`src/rtl/facto_pkg.sv`:
```
// Shared register map and FSM encoding for the factorial-core host.
package facto_pkg;

    localparam logic [15:0] A_OPSTART  = 16'h7000;
    localparam logic [15:0] A_OPCLEAR  = 16'h7008;
    localparam logic [15:0] A_OPDONE   = 16'h7010;
    localparam logic [15:0] A_INTREN   = 16'h7018;
    localparam logic [15:0] A_OPERAND  = 16'h7020;
    localparam logic [15:0] A_RESULT_H = 16'h7028;
    localparam logic [15:0] A_RESULT_L = 16'h7030;

    typedef enum logic [3:0] {
        S_IDLE,
        S_W_INTR,
        S_W_OPND,
        S_W_START,
        S_WAIT,
        S_R_H,
        S_R_L,
        S_CLR1,
        S_CLR0,
        S_OUT
    } state_t;

endpackage

```
`src/rtl/facto_wdt.sv`:
```
// Wait-for-interrupt watchdog: counts WAIT cycles, flags TIMEOUT-1.
module facto_wdt #(
    parameter int TIMEOUT = 4096
) (
    input  logic clk,
    input  logic reset_n,
    input  logic clear,
    input  logic enable,
    output logic tc
);

    localparam int W = $clog2(TIMEOUT) + 1;

    logic [W-1:0] cnt;

    assign tc = (cnt == W'(TIMEOUT - 1));

    // Saturates at terminal count so it can never wrap back to zero.
    always_ff @(posedge clk or negedge reset_n) begin
        if (!reset_n) begin
            cnt <= '0;
        end else if (clear) begin
            cnt <= '0;
        end else if (enable && !tc) begin
            cnt <= cnt + 1'b1;
        end
    end

endmodule

```
`src/rtl/facto_host.sv`:
```
// Host sequencer: programs the factorial core over a simple bus,
// waits for its interrupt (with timeout) and returns a 128-bit result.
module facto_host
    import facto_pkg::*;
#(
    parameter int TIMEOUT = 4096
) (
    input  logic        clk,
    input  logic        reset_n,
    input  logic        cmd_valid,
    output logic        cmd_ready,
    input  logic [63:0] cmd_operand,
    output logic        m_sel,
    output logic        m_wr,
    output logic [15:0] m_addr,
    output logic [63:0] m_dout,
    input  logic [63:0] m_din,
    input  logic        interrupt,
    output logic        res_valid,
    input  logic        res_ready,
    output logic [63:0] res_h,
    output logic [63:0] res_l,
    output logic        res_err
);

    state_t      state_q;
    state_t      state_d;
    logic [63:0] opnd;
    logic        tc;
    logic        accept;
    logic        timeout;

    assign accept  = (state_q == S_IDLE) && cmd_valid && cmd_ready;
    assign timeout = (state_q == S_WAIT) && !interrupt && tc;

    facto_wdt #(
        .TIMEOUT(TIMEOUT)
    ) u_wdt (
        .clk    (clk),
        .reset_n(reset_n),
        .clear  (state_q == S_W_START),
        .enable (state_q == S_WAIT),
        .tc     (tc)
    );

    always_ff @(posedge clk or negedge reset_n) begin
        if (!reset_n) begin
            state_q <= S_IDLE;
        end else begin
            state_q <= state_d;
        end
    end

    always_comb begin
        state_d = state_q;
        unique case (state_q)
            S_IDLE:    if (accept) state_d = S_W_INTR;
            S_W_INTR:  state_d = S_W_OPND;
            S_W_OPND:  state_d = S_W_START;
            S_W_START: state_d = S_WAIT;
            S_WAIT: begin
                if (interrupt) state_d = S_R_H;
                else if (tc)   state_d = S_CLR1;
            end
            S_R_H:     state_d = S_R_L;
            S_R_L:     state_d = S_CLR1;
            S_CLR1:    state_d = S_CLR0;
            S_CLR0:    state_d = S_OUT;
            S_OUT:     if (res_ready) state_d = S_IDLE;
            default:   state_d = S_IDLE;
        endcase
    end

    always_comb begin
        m_sel  = 1'b0;
        m_wr   = 1'b0;
        m_addr = '0;
        m_dout = '0;
        unique case (state_q)
            S_W_INTR: begin
                m_sel  = 1'b1;
                m_wr   = 1'b1;
                m_addr = A_INTREN;
                m_dout = 64'd1;
            end
            S_W_OPND: begin
                m_sel  = 1'b1;
                m_wr   = 1'b1;
                m_addr = A_OPERAND;
                m_dout = opnd;
            end
            S_W_START: begin
                m_sel  = 1'b1;
                m_wr   = 1'b1;
                m_addr = A_OPSTART;
                m_dout = 64'd1;
            end
            S_R_H: begin
                m_sel  = 1'b1;
                m_addr = A_RESULT_H;
            end
            S_R_L: begin
                m_sel  = 1'b1;
                m_addr = A_RESULT_L;
            end
            S_CLR1: begin
                m_sel  = 1'b1;
                m_wr   = 1'b1;
                m_addr = A_OPCLEAR;
                m_dout = 64'd1;
            end
            S_CLR0: begin
                m_sel  = 1'b1;
                m_wr   = 1'b1;
                m_addr = A_OPCLEAR;
            end
            default: begin
            end
        endcase
    end

    // Handshake flags follow the next state so they stay 0 during reset.
    always_ff @(posedge clk or negedge reset_n) begin
        if (!reset_n) begin
            cmd_ready <= 1'b0;
            res_valid <= 1'b0;
            opnd      <= '0;
            res_h     <= '0;
            res_l     <= '0;
            res_err   <= 1'b0;
        end else begin
            cmd_ready <= (state_d == S_IDLE);
            res_valid <= (state_d == S_OUT);
            if (accept) begin
                opnd    <= cmd_operand;
                res_err <= 1'b0;
            end
            if (timeout) begin
                res_err <= 1'b1;
                res_h   <= '0;
                res_l   <= '0;
            end
            if (state_q == S_R_H) res_h <= m_din;
            if (state_q == S_R_L) res_l <= m_din;
        end
    end

endmodule

```
`config.mk`:
```
export PLATFORM = sky130hd
export DESIGN_NAME = facto_host
export DESIGN_NICKNAME = d
export VERILOG_FILES = /design/src/rtl/facto_pkg.sv /design/src/rtl/facto_wdt.sv /design/src/rtl/facto_host.sv
export SDC_FILE = /design/constraint.sdc
export NUM_CORES = 1
export LEC_CHECK = 0
export ABC_CLOCK_PERIOD_IN_PS = 4800
export BUFFER_PORTS_ARGS = -buffer_cell sky130_fd_sc_hd__buf_2
export CAP_MARGIN = 20
export CORE_AREA = 5 5 143 145
export CTS_BUF_LIST = sky130_fd_sc_hd__clkbuf_8
export DETAILED_ROUTE_END_ITERATION = 12
export DIE_AREA = 0 0 148 150
export GPL_ROUTABILITY_DRIVEN = 0
export PLACE_DENSITY_LB_ADDON = 0.08
export SLEW_MARGIN = 10
export SYNTH_ARGS = -nofsm -noshare
export SYNTH_HDL_FRONTEND = slang
export SYNTH_SLANG_ARGS = --single-unit
```
`constraint.sdc`:
```
create_clock -name clk -period 4.8 [get_ports clk]
set_clock_uncertainty 0.2 [all_clocks]
set_input_delay 0.48 -clock clk [delete_from_list [all_inputs] [get_ports clk]]
set_output_delay 0.48 -clock clk [all_outputs]
set_load 0.02 [all_outputs]
```
==> flow_metrics.tcl <==
set metrics [dict create \
    finalInstanceArea_sq_um 12600 \
    avgSynthCellArea_sq_um 11.3 \
    power_density_nw_per_um2 656 \
    clk_path_buf_depth 3 \
    ys_seq_area_share_pct 60.8 \
    clock_latency_ps 510 \
    cpMaxStageDelayCell "or4b_1" \
    path_buf_inv 1 \
    synthMuxAreaShare_pct 8.48 \
    tns_ps 0 \
    clock_sinks 212 \
    synth-adder-area-share_pct 0.143 \
    num_vias 7562 \
    critPathMaxFanout 37 \
    drive_gt1_share_pct 38.3 \
    cts_max_level 2 \
    crit_family "simple AND/OR/NAND/NOR gates" \
    drc 0 \
    cp_data_arrival_time_ps 3380 \
    chipWidth_um 148 \
    synth_cells 770 \
    port_buffers 335 \
    grt_overflow_total 0 \
    synth_compound_area_share_pct 13.2 \
    critPathKind "register to register" \
    cts-root-buf "clkbuf_8" \
    rows 51 \
    min_period_ps 3200 \
    ys_ff_latch 212 \
    boundaryPins 346 \
    clock.fmax_mhz 313 \
    wire_per_inst_um 18.1 \
    dp_hpwl_um 17400 \
    wl_met2_um 13100 \
    final_cell_mix "buf_2, dfrtp_1, nand2_1, dlygate4sd3_1, a21oi_1" \
    slowest_delay_ps 760 \
    crit_path_cell_trace "or4b_1 -> nor2_1 -> o21a_2 -> buf_4 -> a21oi_1" \
    synth_cell_types 35 \
    netlist.area_leader.share_pct 60.8 \
    synthesis.area_sq_um 8730 \
    cts_setup_buffers 0 \
    grt_pass1_vias 7853 \
    hold_viol 0 \
    relSlewSlack_pct 28.0 \
    startpoint_type "register" \
    p_leak_nw 6.49 \
    grt_pass1_wl_um 42200 \
    fillers 1509 \
    die_y_um 150 \
    final_common_cell "buf_2" \
    peakVddDrop_v 0.000403 \
    hold_class "input port to register" \
    die-area_sq_um 22200 \
    status "complete, no violations" \
    met3_length_um 2310 \
    synth_xor_area_share_pct 0.201 \
    setup_violations 0 \
    cts_tree "done" \
    drt_wl_total_um 26900 \
    syn2layout_area_growth_pct 44.1 \
    cts_buffers 37 \
    finalCritPeriodShare_pct 66.6 \
    nNetsFinal 1356 \
    drv_cap 0 \
    synth_largest_area_cell "dfrtp_1" \
    grt.total_usage_pct 23.8 \
    ys_warn_count 0 \
    placed_area_sq_um 10600 \
    core-area_sq_um 19100 \
    p_total_mw 8.25 \
    clkSlewWorstSetupHoldPaths_ps 60 \
    placedCellCount 1299 \
    cp.required_ps 4990 \
    highest_layer "met4" \
    slew_violations 0 \
    initial_core_util_pct 45.8 \
    vias_per_cell 5.08 \
    drt_iter0_markers 362 \
    synth_top_family_by_area "simple AND/OR/NAND/NOR gates" \
    layout.cells.non_filler 1489 \
    grt_max_degree 109 \
    tightestPinTransition_ps 1080 \
    grt_antenna_before_repair 1 \
    drtAntennaViolNets 0 \
    drt-pass1-iter-count 4 \
    synthSimpleGateAreaFrac_pct 13.4 \
    crit_path_end_kind "register" \
    wl_met1_um 10500 \
    synthTopCellsByArea "dfrtp_1, mux2_2, a22o_1" \
    rsz0062_at_grt "false" \
]
[state kept, by name, summed over array words and instances (netlist names)]
| signal | count |
|---|---|
| state_q | 4 |
| opnd | 64 |
| u_wdt.cnt | 13 |
| res_valid | 1 |
| cmd_ready | 1 |
| res_h | 64 |
| res_l | 64 |
| res_err | 1 |
[per-stage QoR]
stage / util (%) / hold WS, ps / setup WS [ps]
final: 65.9 / 25.8 / 1600
after global routing: 65.9 / 4.00 / 1380
after CTS: 65.9 / 1.52 / 1590
after detailed placement: 55.4 / 266 / 1600
after global placement: 55.4 / 258 / 1650
after floorplan: - / -15.6 / 2550
[per-layer routing]
metal / track usage [%] / vias up
li1: - / 3535
met2: 38.9 / 289
met3: 7.87 / 73
met1: 29.2 / 3665
met4: 10.1 / 0
met5: 0 / -
[report_power, final]
part           switching [mW]  internal [mW]
registers               0.440           2.57
logic                    2.13           1.36
clock network           0.758          0.994
total                    3.32           4.92
[area by class of cell]
class,instances,area [sq um],share of cell area (%)
clock buffer,47,647,5.14
clock inverter,20,145,1.15
antenna,1,2.50,0.0199
tap,238,298,2.37
inverter,9,33.8,0.269
timing repair buffer,468,2990,23.8
sequential,212,5310,42.2
multi-input combinational,494,3160,25.1
[path summary, 6_finish.rpt]
path                                  end  cells past startpoint        from  slack [ps]
worst max-delay path            res_h[10]                      5  state_q[1]        1600
max in group asynchronous        opnd[32]                      3     reset_n        2740
min in group asynchronous        opnd[19]                      2     reset_n         440
worst max register to register  res_h[10]                      5  state_q[1]        1600
worst min-delay path            res_l[54]                      2   m_din[54]          30
worst min register to register    res_err                      2     res_err         270
[what timing repair did]
action | CTS | global route
endpoints found under the hold margin | 268 | 1
resized for setup | 0 | 0
hold buffers | 121 | 1
[logic make-up (layout without fill, tap and decap cells)]
family / after synthesis / after routing
DFF: 212 / 212
other: 1 / 11
muxes: 66 / 66
and+or+nand+nor: 245 / 245
xor gates and xnor gates: 2 / 2
adders and majority gates: 1 / 1
AOI/OAI and AO/OA: 170 / 170
buffers and inverters: 73 / 544
[synthesized netlist by cell type, drive strengths merged]
| cell | n |
|---|---|
| o311ai | 5 |
| conb | 1 |
| o31ai | 5 |
| o211ai | 2 |
| o311a | 2 |
| dfrtp | 212 |
| o21a | 1 |
| nand2 | 143 |
| buf | 21 |
| xnor2 | 2 |
| inv | 9 |
| mux2 | 64 |
| a21oi | 74 |
| and2 | 65 |
| nand3 | 5 |
| nand3b | 2 |
| a22o | 64 |
| nor2 | 6 |
| nor3 | 4 |
| o21ai | 13 |
| or2 | 2 |
| nor4 | 1 |
| or4 | 3 |
| or3 | 4 |
| a21o | 2 |
| nor2b | 4 |
| nand4 | 2 |
| or4b | 1 |
| ha | 1 |
| mux2i | 2 |
| clkbuf | 43 |
| o41ai | 2 |
| nand2b | 3 |
(Power assumes the default switching activity.)
